File: src/rtl/sar_logic_ctrl_if.sv
// rtl/sar_logic_ctrl_if.sv - signal bundle between the SAR controller and its analog/pad side
//
// Purpose
//   Groups the conversion handshake and analog-macro control signals of
//   sar_logic_ctrl into one interface so the controller and its neighbours
//   connect through a single port.
//
// Parameters
//   WIDTH      result / DAC code width (must match the controller's WIDTH)
//
// Signals (direction as seen from the controller, modport master)
//   start      in   request a conversion (level-sampled while idle)
//   comp_in    in   comparator output, 1 = Vin above the DAC trial level
//   sh_sample  out  sample-and-hold control, 1 = track, 0 = hold
//   comp_en_n  out  comparator enable, active-low
//   dac_code   out  trial code to the R2R DAC
//   result     out  last completed conversion
//   valid      out  one-cycle strobe when result updates
//   busy       out  conversion in progress
//
// Modports
//   master     the controller
//   slave      the analog macros / top-level glue driving start and comp_in

interface sar_logic_ctrl_if #(
  parameter int WIDTH = 8
);

  logic             start;
  logic             comp_in;
  logic             sh_sample;
  logic             comp_en_n;
  logic [WIDTH-1:0] dac_code;
  logic [WIDTH-1:0] result;
  logic             valid;
  logic             busy;

  modport master (
    input  start,
    input  comp_in,
    output sh_sample,
    output comp_en_n,
    output dac_code,
    output result,
    output valid,
    output busy
  );

  modport slave (
    output start,
    output comp_in,
    input  sh_sample,
    input  comp_en_n,
    input  dac_code,
    input  result,
    input  valid,
    input  busy
  );

endinterface

File: src/rtl/sar_logic_ctrl.sv
// rtl/sar_logic_ctrl.sv - successive-approximation controller for the SAR ADC analog macros
//
// Purpose
//   Sequences one SAR conversion: holds the sample-and-hold in track mode for
//   SAMPLE_CYCLES, then resolves one bit per step MSB first. Each step drives
//   the trial code to the R2R DAC, waits SETTLE_CYCLES for the DAC to settle,
//   then enables the comparator for one cycle and keeps or drops the trial
//   bit. The finished word is presented on result with a one-cycle valid.
//
//   Start-to-valid latency: SAMPLE_CYCLES + WIDTH*(SETTLE_CYCLES+1) + 1 cycles.
//
// Parameters
//   WIDTH          result / DAC code width (8 for the R2R DAC)
//   SAMPLE_CYCLES  cycles sh_sample stays high for acquisition (>= 1)
//   SETTLE_CYCLES  DAC settle cycles before each comparator read (>= 1)
//
// Build option
//   SAR_CONTINUOUS_EN  when defined, DONE goes straight back to SAMPLE while
//                      start is high, giving back-to-back conversions with no
//                      idle cycle. When undefined, DONE always returns to IDLE.
//
// Ports
//   clk   in   system clock, single domain
//   rst   in   asynchronous active-high reset
//   bus   sar_logic_ctrl_if.master: start/comp_in in; sh_sample, comp_en_n,
//         dac_code, result, valid, busy out (all outputs registered)

module sar_logic_ctrl #(
  parameter int WIDTH         = 8,
  parameter int SAMPLE_CYCLES = 2,
  parameter int SETTLE_CYCLES = 1
) (
  input  logic                  clk,
  input  logic                  rst,
  sar_logic_ctrl_if.master      bus
);

  // Illegal configurations stop elaboration rather than produce a
  // controller with a zero-length acquisition or settle window.
  if (WIDTH < 1) begin : g_bad_width
    $error("sar_logic_ctrl: WIDTH must be >= 1");
  end
  if (SAMPLE_CYCLES < 1) begin : g_bad_sample
    $error("sar_logic_ctrl: SAMPLE_CYCLES must be >= 1");
  end
  if (SETTLE_CYCLES < 1) begin : g_bad_settle
    $error("sar_logic_ctrl: SETTLE_CYCLES must be >= 1");
  end

  localparam int SCW = $clog2(SAMPLE_CYCLES + 1);
  localparam int TCW = $clog2(SETTLE_CYCLES + 1);
  localparam int IW  = (WIDTH > 1) ? $clog2(WIDTH) : 1;

  // Counters run down to zero, so they are loaded with (cycles - 1).
  localparam logic [SCW-1:0] SMP_LOAD = SCW'(SAMPLE_CYCLES - 1);
  localparam logic [TCW-1:0] STL_LOAD = TCW'(SETTLE_CYCLES - 1);
  localparam logic [IW-1:0]  IDX_MSB  = IW'(WIDTH - 1);

  typedef enum logic [2:0] {
    S_IDLE,
    S_SAMPLE,
    S_SETTLE,
    S_COMPARE,
    S_DONE
  } state_t;

  state_t           state;
  logic [SCW-1:0]   smp_cnt;
  logic [TCW-1:0]   stl_cnt;
  logic [IW-1:0]    idx;
  logic [WIDTH-1:0] work;
  logic [WIDTH-1:0] resolved;

  // Returns w with bit b forced high: the next trial code.
  function automatic logic [WIDTH-1:0] with_bit(input logic [WIDTH-1:0] w,
                                                input logic [IW-1:0]    b);
    logic [WIDTH-1:0] t;
    t    = w;
    t[b] = 1'b1;
    return t;
  endfunction

  // Working word with the bit under test replaced by the comparator decision.
  // comp_in is taken raw: the comparator is clocked by clk on the analog side.
  always_comb begin
    resolved      = work;
    resolved[idx] = bus.comp_in;
  end

  always_ff @(posedge clk or posedge rst) begin
    if (rst) begin
      state         <= S_IDLE;
      smp_cnt       <= '0;
      stl_cnt       <= '0;
      idx           <= '0;
      work          <= '0;
      bus.sh_sample <= 1'b0;
      bus.comp_en_n <= 1'b1;
      bus.dac_code  <= '0;
      bus.result    <= '0;
      bus.valid     <= 1'b0;
      bus.busy      <= 1'b0;
    end else begin
      bus.valid <= 1'b0;

      case (state)
        S_IDLE: begin
          if (bus.start) begin
            state         <= S_SAMPLE;
            bus.busy      <= 1'b1;
            bus.sh_sample <= 1'b1;
            bus.dac_code  <= '0;
            idx           <= IDX_MSB;
            work          <= '0;
            smp_cnt       <= SMP_LOAD;
          end
        end

        S_SAMPLE: begin
          if (smp_cnt == '0) begin
            // Hold the input and present the MSB trial code.
            state         <= S_SETTLE;
            bus.sh_sample <= 1'b0;
            bus.dac_code  <= with_bit(work, idx);
            stl_cnt       <= STL_LOAD;
          end else begin
            smp_cnt <= smp_cnt - SCW'(1);
          end
        end

        S_SETTLE: begin
          if (stl_cnt == '0) begin
            state         <= S_COMPARE;
            bus.comp_en_n <= 1'b0;
          end else begin
            stl_cnt <= stl_cnt - TCW'(1);
          end
        end

        S_COMPARE: begin
          work          <= resolved;
          bus.comp_en_n <= 1'b1;
          if (idx == '0) begin
            // Last bit resolved: publish the word in the DONE cycle.
            state        <= S_DONE;
            bus.result   <= resolved;
            bus.valid    <= 1'b1;
            bus.dac_code <= resolved;
          end else begin
            // Index only decrements while nonzero, so it never wraps.
            state        <= S_SETTLE;
            idx          <= idx - IW'(1);
            bus.dac_code <= with_bit(resolved, idx - IW'(1));
            stl_cnt      <= STL_LOAD;
          end
        end

        S_DONE: begin
`ifdef SAR_CONTINUOUS_EN
          if (bus.start) begin
            // Back-to-back conversion: skip IDLE, busy stays high.
            state         <= S_SAMPLE;
            bus.sh_sample <= 1'b1;
            bus.dac_code  <= '0;
            idx           <= IDX_MSB;
            work          <= '0;
            smp_cnt       <= SMP_LOAD;
          end else begin
            state        <= S_IDLE;
            bus.busy     <= 1'b0;
            bus.dac_code <= '0;
          end
`else
          state        <= S_IDLE;
          bus.busy     <= 1'b0;
          bus.dac_code <= '0;
`endif
        end

        default: begin
          state         <= S_IDLE;
          bus.busy      <= 1'b0;
          bus.sh_sample <= 1'b0;
          bus.comp_en_n <= 1'b1;
          bus.dac_code  <= '0;
        end
      endcase
    end
  end

endmodule

File: src/flat_wrapper.sv
// flat-port wrapper written by rule: the top's interface ports become plain ports
module sar_logic_ctrl_flat 
#(
  parameter int WIDTH         = 8,
  parameter int SAMPLE_CYCLES = 2,
  parameter int SETTLE_CYCLES = 1
)
  (clk, rst, bus_start, bus_comp_in, bus_sh_sample, bus_comp_en_n, bus_dac_code, bus_result, bus_valid, bus_busy);
  sar_logic_ctrl_if #(.WIDTH(WIDTH)) bus_i ();
  input  logic clk;
  input  logic rst;
  input wire logic [$bits(bus_i.start)-1:0] bus_start;
  input wire logic [$bits(bus_i.comp_in)-1:0] bus_comp_in;
  output wire logic [$bits(bus_i.sh_sample)-1:0] bus_sh_sample;
  output wire logic [$bits(bus_i.comp_en_n)-1:0] bus_comp_en_n;
  output wire logic [$bits(bus_i.dac_code)-1:0] bus_dac_code;
  output wire logic [$bits(bus_i.result)-1:0] bus_result;
  output wire logic [$bits(bus_i.valid)-1:0] bus_valid;
  output wire logic [$bits(bus_i.busy)-1:0] bus_busy;
  assign bus_i.start = bus_start;
  assign bus_i.comp_in = bus_comp_in;
  assign bus_sh_sample = bus_i.sh_sample;
  assign bus_comp_en_n = bus_i.comp_en_n;
  assign bus_dac_code = bus_i.dac_code;
  assign bus_result = bus_i.result;
  assign bus_valid = bus_i.valid;
  assign bus_busy = bus_i.busy;
  sar_logic_ctrl #(.WIDTH(WIDTH), .SAMPLE_CYCLES(SAMPLE_CYCLES), .SETTLE_CYCLES(SETTLE_CYCLES)) u_core (.clk(clk), .rst(rst), .bus(bus_i));
endmodule
File: config.mk
export PLATFORM = sky130hd
export DESIGN_NAME = sar_logic_ctrl_flat
export DESIGN_NICKNAME = d
export VERILOG_FILES = /design/src/rtl/sar_logic_ctrl_if.sv /design/src/rtl/sar_logic_ctrl.sv /design/src/flat_wrapper.sv
export SDC_FILE = /design/constraint.sdc
export NUM_CORES = 1
export LEC_CHECK = 0
export CAP_MARGIN = 40
export CELL_PAD_IN_SITES_DETAIL_PLACEMENT = 0
export CELL_PAD_IN_SITES_GLOBAL_PLACEMENT = 2
export CORE_ASPECT_RATIO = 1.75
export CORE_MARGIN = 10
export CORE_UTILIZATION = 34
export CTS_BUF_LIST = sky130_fd_sc_hd__clkbuf_16
export CTS_CLUSTER_DIAMETER = 60
export DETAILED_ROUTE_END_ITERATION = 6
export GPL_ROUTABILITY_DRIVEN = 0
export HOLD_SLACK_MARGIN = 0.12
export PLACE_DENSITY = 0.88
export SLEW_MARGIN = 20
export SYNTH_ARGS = -nofsm -noshare
export SYNTH_HDL_FRONTEND = slang
export SYNTH_SLANG_ARGS = --single-unit
File: constraint.sdc
create_clock -name clk -period 2.2 [get_ports clk]
set_input_delay 0.66 -clock clk [delete_from_list [all_inputs] [get_ports clk]]
set_output_delay 0.66 -clock clk [all_outputs]
set_load 0.01 [all_outputs]
==> impl_metrics.tcl <==
set metrics [dict create \
    rows 35 \
    grt_pass1_vias 1618 \
    worstMarginPinSlew_ps 552 \
    max_cap_violations 0 \
    n_antenna_cell 0 \
    wl_per_cell_microns 15.8 \
    synthFlopType "dfrtp_1" \
    cts_root_buffer "clkbuf_16" \
    critPathLaunchType "flop" \
    hpwlAfterDp_microns 3780 \
    antenna_found_initial 0 \
    clkSlewWorstSetupHoldPaths_ps 60 \
    nets 240 \
    ant_nets 0 \
    ys_ff_latch 36 \
    path_delay_family "flip-flops" \
    synth_top_area_cell "dfrtp_1" \
    wirelength_microns 4850 \
    status "complete, no violations" \
    die_area_sq_mm 0.00905 \
    ir_drop_uv 509 \
    m1WireLength_microns 1880 \
    drc 0 \
    p_per_area_mw_per_mm2 1580 \
    rr_worst_depth 4 \
    die_width_microns 76.3 \
    synthCells 195 \
    finalSetupTns_ps 0 \
    synth.area.top_cells "dfrtp_1, nand2_1, o21ai_0" \
    crit_required_ps 1540 \
    cts_buffers 5 \
    seqCellArea_sq_um 902 \
    grt_max_degree 18 \
    num_vias 1546 \
    crit_fanout 3 \
    async_reset_ff_share_pct 100 \
    start_util_pct 35.3 \
    wl_met2_microns 2710 \
    period_needed_ps 2010 \
    cts_setup_buffers 0 \
    ios 24 \
    setup-violations-final 0 \
    cts_sinks 36 \
    synth_edf_count 0 \
    report.final.hold_viol_count 0 \
    holdCritPathClass "flop to flop" \
    layout_common_cells "dfrtp_1, nand2_1, clkdlybuf4s50_1" \
    slew-limit-headroom_pct 63.1 \
    maxSlewViolCount 0 \
    endpoint_kind "primary output" \
    seq_area_frac_synth_pct 47.8 \
    cts_max_level 2 \
    fmax_mhz 496 \
    yosysTopAreaCellShare_pct 46.4 \
    cts_tree "done" \
    crit_path_max_incr_delay_ps 540 \
    clock_path_buffers 2 \
    die_h_microns 119 \
    fill_cells 558 \
    worstSetupPathType "flop to primary output" \
    syn_area_per_cell_sq_um 9.68 \
    yosysUniqueCellTypes 48 \
    syn_to_final_growth_pct 29.2 \
    whs_path_depth 2 \
    vias_per_cell 5.02 \
    core_sq_mm 0.00534 \
    cp_num_buf_inv 1 \
    arrival_ps 1350 \
    multi_input_area_sq_um 878 \
    p_leak_nw 1.09 \
    track_usage_pct 11.2 \
    cts_hold_buf 0 \
    skew_ps 5.07 \
    drt_pass1_iterations 4 \
    drive_above_1_share_pct 16.7 \
    grt_pass1_wl_microns 8290 \
    rsz0062_at_grt "false" \
    period_share_pct 91.6 \
    synth_area_sq_mm 0.00189 \
    port_buffers 23 \
    placed_cells 300 \
    ys_warn_count 0 \
    crit_chain "clkdlybuf4s50_1" \
    insertion_delay_ps 280 \
    final_cells 308 \
    top_layer "met4" \
    wl_met3_microns 133 \
    cp.depth 1 \
    cts_resized 0 \
    crit_slowest_cell "dfstp_2" \
    gr-total-overflow 0 \
    drtIter0Drc 69 \
    synth_nets 202 \
    layout_commonest_cell "dfrtp_1" \
]
-- synth_stat cells, types with 2 or more instances --
library cell,instances
nor3_1,2
a21oi_1,7
o221a_1,2
nand3b_1,3
and3b_1,3
o31a_1,2
mux2i_1,8
ha_1,3
nand2b_1,7
nand3_1,3
nor3b_2,4
dfrtp_1,35
a31oi_1,3
o21ai_0,20
buf_2,8
clkbuf_1,3
o21a_1,3
inv_1,10
nor2_1,11
a21o_1,2
nand2_1,27
o21ai_1,3
-- state kept, by name, indices dropped and copies added (netlist names) --
register              flops
u_core.work               8
u_core.bus.valid          1
u_core.bus.result         8
u_core.state              3
u_core.bus.comp_en_n      1
u_core.smp_cnt            2
u_core.idx                3
u_core.bus.busy           1
u_core.bus.sh_sample      1
u_core.bus.dac_code       8
-- power breakdown --
group	leakage [nW]	internal (mW)	switching (mW)
sequential	0.427	0.957	0.248
combinational	0.593	0.978	0.990
clock	0.0687	0.411	0.264
-- layout make-up --
| class | count | share of cell area (%) |
|---|---|---|
| flip-flops and latches | 36 | 37.0 |
| multi-input cells | 136 | 36.0 |
| repair buffers | 44 | 15.9 |
| clock buffers | 5 | 5.13 |
| well taps | 74 | 3.80 |
| inverters | 10 | 1.54 |
| clock inverters | 3 | 0.616 |
-- metal layers --
layer / GRT usage, % / vias to the layer above
met2: 21.1 / 24
li1: - / 755
met3: 2.43 / 8
met5: 0 / -
met4: 5.84 / 0
met1: 11.1 / 759
-- final timing paths --
path | from | endpoint | slack [ps]
setup / recovery | u_core.bus.comp_en_n$_DFFE_PP1N_ | bus_comp_en_n | 190
hold / removal | u_core.bus.result[2]$_DFFE_PP0P_ | u_core.bus.result[2]$_DFFE_PP0P_ | 480
setup reg to reg | u_core.state[1]$_DFFE_PP0P_ | u_core.bus.dac_code[6]$_DFFE_PP0P_ | 380
hold reg to reg | u_core.bus.result[2]$_DFFE_PP0P_ | u_core.bus.result[2]$_DFFE_PP0P_ | 480
max in group asynchronous | rst | u_core.bus.dac_code[0]$_DFFE_PP0P_ | 950
min in group asynchronous | rst | u_core.bus.result[7]$_DFFE_PP0P_ | 690
-- kinds of logic (layout without fill, tap and decap cells) --
family	after synthesis	in the layout	share of synthesized area, %
AOI/OAI and AO/OA	52	52	17.8
muxes	9	9	4.84
and+or+nand+nor	71	71	21.4
DFF	36	36	47.8
adders and majority gates	3	3	1.99
xor gates and xnor gates	1	1	0.464
buffers and inverters	23	62	5.70
-- tightest hold or removal path: stages, from the launching register on --
cell     delay [ps]
dfrtp_1         340
nand2_1          40
o21ai_0          60
-- through the flow --
step | hold WS, ps | utilization (%) | power (mW) | worst slack, ps | area (sq um)
floorplan | 457 | - | 2.38 | 366 | 1890
global placement | 463 | 43.0 | 3.18 | 1.40 | 2300
detailed placement | 472 | 43.0 | 3.22 | 0.0122 | 2300
CTS | 485 | 45.6 | 3.90 | 164 | 2440
global route | 510 | 45.6 | 4.16 | 150 | 2440
finish | 480 | 45.6 | 3.85 | 185 | 2440
(Power assumes the default switching activity.)
==> patch 1, RTL diff (same flow settings) <==
Re-encode `state_t` (5 states) as Gray code, 3 bits wide.
--- a/src/rtl/sar_logic_ctrl.sv
+++ b/src/rtl/sar_logic_ctrl.sv
@@ -57,11 +57,11 @@
   localparam logic [IW-1:0]  IDX_MSB  = IW'(WIDTH - 1);
 
   typedef enum logic [2:0] {
-    S_IDLE,
-    S_SAMPLE,
-    S_SETTLE,
-    S_COMPARE,
-    S_DONE
+    S_IDLE    = 3'b000,
+    S_SAMPLE  = 3'b001,
+    S_SETTLE  = 3'b011,
+    S_COMPARE = 3'b010,
+    S_DONE    = 3'b110
   } state_t;
 
   state_t           state;
Function: same outputs for any inputs over 10 cycles, from zero or initial values and one cycle with rst high; not proved beyond that.
==> patch 1 against the original RTL <==
Wire length decreased by 6.2%; clock power about the same; register-to-register slack got worse by 70 ps; first-iteration DRC count decreased by 20%; critical path type unchanged; combinational power decreased by 3%; design area decreased by 2.1%; worst setup slack got worse by 3.1 ps; sequential share of layout area increased by 0.79 points; count of clock-buffer cells in the layout unchanged; final cell count decreased by 2.3%; power decreased by 1.4%; sequential cell count unchanged; area after synthesis about the same; non-clock buffer count decreased by 8.
==> patch 1: results (changes against the original RTL) <==
Routing:
- The routed length on met3 is 172 um (+29%).
- The DRC violation total after the first TritonRoute iteration is 55 (-20%).
- The length of routed met2 wiring is 2546 um (-6.1%).
- The number of vias per cell is 4.824 (-3.9%).
- The wire length after detailed routing is 4548 um (-6.2%).

Synthesis:
- The area share of xor/xnor cells in the synthesized design was 0.9284% (+0.46 points).
- The share of flip-flops with an asynchronous set or reset after synthesis is 100.0% (unchanged).
- The number of different library cells in the post-synthesis netlist was 43 (-10%).
- In the synthesized netlist, the cells that appear most often are dfrtp_1, nand2_1, nor2_1.
- The share of the synthesized area in compound gates (AO/OA/AOI/OAI) is 14.66% (-3.2 points).
- The number of nets produced by synthesis is 200 (-0.99%).
- The register area share after synthesis was 47.81% (about the same).
- The area share of fa/ha/maj cells after synthesis is 1.989% (about the same).

Global routing:
- The met2 global-route usage is 19.63% (-1.5 points).
- The met3 track demand over resource in global routing is 2.580% (+0.15 points).
- The total routing resource utilization after global routing is 10.49% (-0.76 points).
- The wire length of the first global-routing pass is 7700 um (-7.2%).
- The pin count of the biggest net entering global routing is 37 (+19).

Worst setup path:
- The kind of cell with the highest combined delay along the critical path is flip-flops.

Finish:
- The share of final-layout standard cells stronger than drive strength 1 is 13.22% (-3.5 points).
- The fill cell instance count of the final layout is 554 (-0.72%).
- The diode insertion count for antenna repair is 0 (unchanged).

Place:
- The setup slack after placement is 65.27 ps (+65.26 ps).
- The placed wire-length estimate after detailed placement was 3294 um (-13%).

Clock network:
- The buffer cell driving the clock tree root is clkbuf_16.
- The number of buffers created by CTS is 5 (unchanged).

Power:
- The highest ir drop seen on vdd is 0.7397 mV (+45%).
- The standby leakage power is 1.100 nW (+0.97%).

Status:
- The flow ran to the end, and the final reports show no timing, DRC or antenna violations.

Timing:
- The final worst clock skew came to 3.142 ps (-1.928 ps).
- The worst slew slack as a fraction of its limit is 64.15% (+1.1 points).
## patch 1: cell count changes in the layout (fill, tap and decap cells not counted), sizes merged, moves of 4 or more
cell | before | now
o21ai | 23 | 11
a31oi | 3 | 13
buf | 21 | 13
nand2b | 7 | 13
nand3 | 4 | 0
nor2 | 12 | 16
## patch 1: through the flow
stage          hold slack, ps  area [um^2]  cells
6_report                472.7         2387    301
5_1_grt                 497.0         2387    301
4_1_cts                 475.7         2387    301
3_5_place_dp            461.5         2250    293
3_3_place_gp            461.5         2250    293
2_1_floorplan           444.3         1887    193
## patch 1: power breakdown
group / internal, W / switching (W) / total (W)
Sequential: 0.000968 / 0.000247 / 0.00121
Clock: 0.000409 / 0.000264 / 0.000673
Combinational: 0.000927 / 0.000980 / 0.00191
## patch 1: worst register-to-register path, cell delays in order, from the launching register on
cell and delay (ps):
dfrtp_1 370, inv_1 150, ha_1 230, nor2b_1 370, buf_4 190, nand2_2 190
a21oi_1 210, a31oi_1 50
## patch 1: area by class of cell
class	count	area (um^2)	share of cell area [%]
clock buffers	5	125.1	5.241
clock inverters	3	12.51	0.5241
inverters	11	41.29	1.730
multi-input cells	136	873.3	36.58
flip-flops and latches	36	902.1	37.79
well taps	74	92.59	3.878
repair buffers	36	340.3	14.26
## patch 1: path summary, 6_finish.rpt
check / startpoint / endpoint / slack (ps) / cells after the start
max in group asynchronous: rst / u_core.bus.comp_en_n / 1220 / 3
min: u_core.bus.result[7] / u_core.bus.result[7] / 470 / 2
max reg2reg: u_core.idx[0] / u_core.idx[1] / 310 / 7
max: u_core.bus.comp_en_n / bus_comp_en_n / 180 / 1
min in group asynchronous: rst / u_core.work[4] / 730 / 3
min reg2reg: u_core.bus.result[7] / u_core.bus.result[7] / 470 / 2
==> patch 2, RTL diff (same settings) <==
Without the edit above. `WIDTH` is set to 8 in 3 places; all go to 16. Comments in the files are not updated.
--- a/src/rtl/sar_logic_ctrl_if.sv
+++ b/src/rtl/sar_logic_ctrl_if.sv
@@ -23,7 +23,7 @@
 //   slave      the analog macros / top-level glue driving start and comp_in
 
 interface sar_logic_ctrl_if #(
-  parameter int WIDTH = 8
+  parameter int WIDTH = 16
 );
 
   logic             start;
--- a/src/rtl/sar_logic_ctrl.sv
+++ b/src/rtl/sar_logic_ctrl.sv
@@ -26,7 +26,7 @@
 //         dac_code, result, valid, busy out (all outputs registered)
 
 module sar_logic_ctrl #(
-  parameter int WIDTH         = 8,
+  parameter int WIDTH         = 16,
   parameter int SAMPLE_CYCLES = 2,
   parameter int SETTLE_CYCLES = 1
 ) (
--- a/src/flat_wrapper.sv
+++ b/src/flat_wrapper.sv
@@ -1,7 +1,7 @@
 // flat-port wrapper written by rule: the top's interface ports become plain ports
 module sar_logic_ctrl_flat 
 #(
-  parameter int WIDTH         = 8,
+  parameter int WIDTH         = 16,
   parameter int SAMPLE_CYCLES = 2,
   parameter int SETTLE_CYCLES = 1
 )
Interface: changed (resized bus_dac_code and bus_result); port bits go from 24 to 40. No check against the original RTL was run, so the function may have changed too.
==> patch 2 against the original RTL <==
Wire length is 80% higher; power is 43% higher; register-to-register slack worse by 170 ps; sequential cell count is 25 higher; area after synthesis is 65% higher; worst setup slack worse by 47 ps; design area is 65% higher; largest power group unchanged; final cell count is 65% higher; hold slack worse by 2.6 ps.
==> patch 2: results (changes against the original RTL) <==
Global routing:
- The wire length of the first global-routing pass came to 13780 um (+66%).
- The total routing resource utilization after global routing was 13.02% (+1.8 points).
- The global-route met1 utilization is 13.19% (+2.1 points).
- The number of antenna violations at the first check in global routing was 0 (unchanged).
- The pin count of the biggest net entering global routing was 43 (+25).
- The met3 track demand over resource in global routing was 3.061% (+0.63 points).
- The met2 global-route usage is 24.43% (+3.3 points).

Power:
- The standby leakage power is 1.880 nW (+73%).
- The total sequential power is 0.00170 W (+42%).
- The switching power is 0.002210 W (+47%).
- The highest ir drop seen on vdd is 0.9627 mV (+89%).
- The combinational power came to 0.00258 W (+31%).

Finish:
- The post-layout instance count excluding filler cells is 507 (+65%).
- The net count of the finished layout is 393 (+64%).
- The fill cell instance count of the final layout is 908 (+63%).
- The largest registers in the layout are u_core.bus.dac_code (16), u_core.bus.result (16), u_core.work (16).
- The share of final-layout standard cells stronger than drive strength 1 is 11.89% (-4.8 points).

Routing:
- The detail-routed net length per standard cell came to 17.20 um (+9.2%).
- The length of routed met2 wiring is 4988 um (+84%).
- The DRC violation total after the first TritonRoute iteration is 198 (+190%).
- The routed length on met3 was 248 um (+86%).
- The routed metal-1 wirelength is 3320 um (+77%).

Status:
- The run finished with clean final reports.

Synthesis:
- Sorting the synthesized cells by area gives the leading types as dfrtp_1, mux2i_1, nand2_1.
- The number of different library cells in the post-synthesis netlist is 44 (-8.3%).
- The register area share after synthesis is 48.92% (+1.1 points).
- The number of nets produced by synthesis is 341 (+69%).
- The mean area per synthesized cell came to 9.464 um^2 (-2.3%).

Clock network:
- The clock insertion delay at the later pin of the skew report was 330 ps (+50 ps).
- The number of buffers created by CTS is 9 (+4).
- In this run the clock root is driven by a clkbuf_16.
- The maximum level of the CTS H-tree is 3 (+1).

Place:
- The instance count after placement with tap cells included is 491 (+64%).
- The placed wire-length estimate after detailed placement is 6605 um (+75%).
- The port buffer count came to 39 (+70%).
- The setup slack after placement was -111.7 ps (-111.7 ps).

Timing:
- The worst slew slack as a fraction of its limit is 58.09% (-5.0 points).
- The final worst clock skew is 3.683 ps (-1.388 ps).

Worst setup path:
- The largest fanout on the critical path is 3 (unchanged).
- The data arrival time of the critical path is 1400 ps (+50 ps).
- The worst reg2reg path depth is 8 (+4).
-- patch 2: cell types whose count changed after synthesis, moves of 4 or more --
cell,before,now
ha_1,3,7
clkbuf_1,3,8
o21ai_0,20,37
o221ai_1,1,11
mux2i_1,8,23
a21oi_1,7,22
inv_1,10,19
o22ai_1,0,7
nand3_1,3,7
nand2_1,27,53
dfrtp_1,35,60
-- patch 2: final timing paths --
kind	from	end	slack, ps
worst max-delay path	u_core.bus.comp_en_n	bus_comp_en_n	140
min in group asynchronous	rst	u_core.bus.dac_code[9]	560
worst min register to register	u_core.bus.result[12]	u_core.bus.result[12]	480
worst min-delay path	u_core.bus.result[12]	u_core.bus.result[12]	480
worst max register to register	u_core.idx[0]	u_core.work[0]	210
max in group asynchronous	rst	u_core.bus.comp_en_n	1130
-- patch 2: metrics by stage --
step / cell area [um^2] / util (%) / power (W)
4_1_cts: 4013 / 44.41 / 0.005551
3_3_place_gp: 3752 / 41.53 / 0.004263
2_1_floorplan: 3123 / - / 0.003291
5_1_grt: 4013 / 44.41 / 0.005895
3_5_place_dp: 3752 / 41.53 / 0.004306
6_report: 4013 / 44.41 / 0.005505
-- patch 2: cells by family after synthesis --
group | Yosys count | synth area share [%]
compound gates | 99 | 19.71
simple gates | 98 | 14.90
flops | 61 | 48.92
mux | 23 | 7.372
fa+ha+maj | 7 | 2.804
buf+inv | 41 | 6.010
xor+xnor | 1 | 0.2805
-- patch 2: layout make-up --
type                    instances  area [um^2]  area share [%]
clock inverters                 7        35.03          0.8731
clock buffers                   9        225.2           5.613
multi-input cells             228         1408           35.08
inverters                      19        71.32           1.777
well taps                     120        150.1           3.742
repair buffers                 63        595.6           14.84
flip-flops and latches         61         1528           38.07
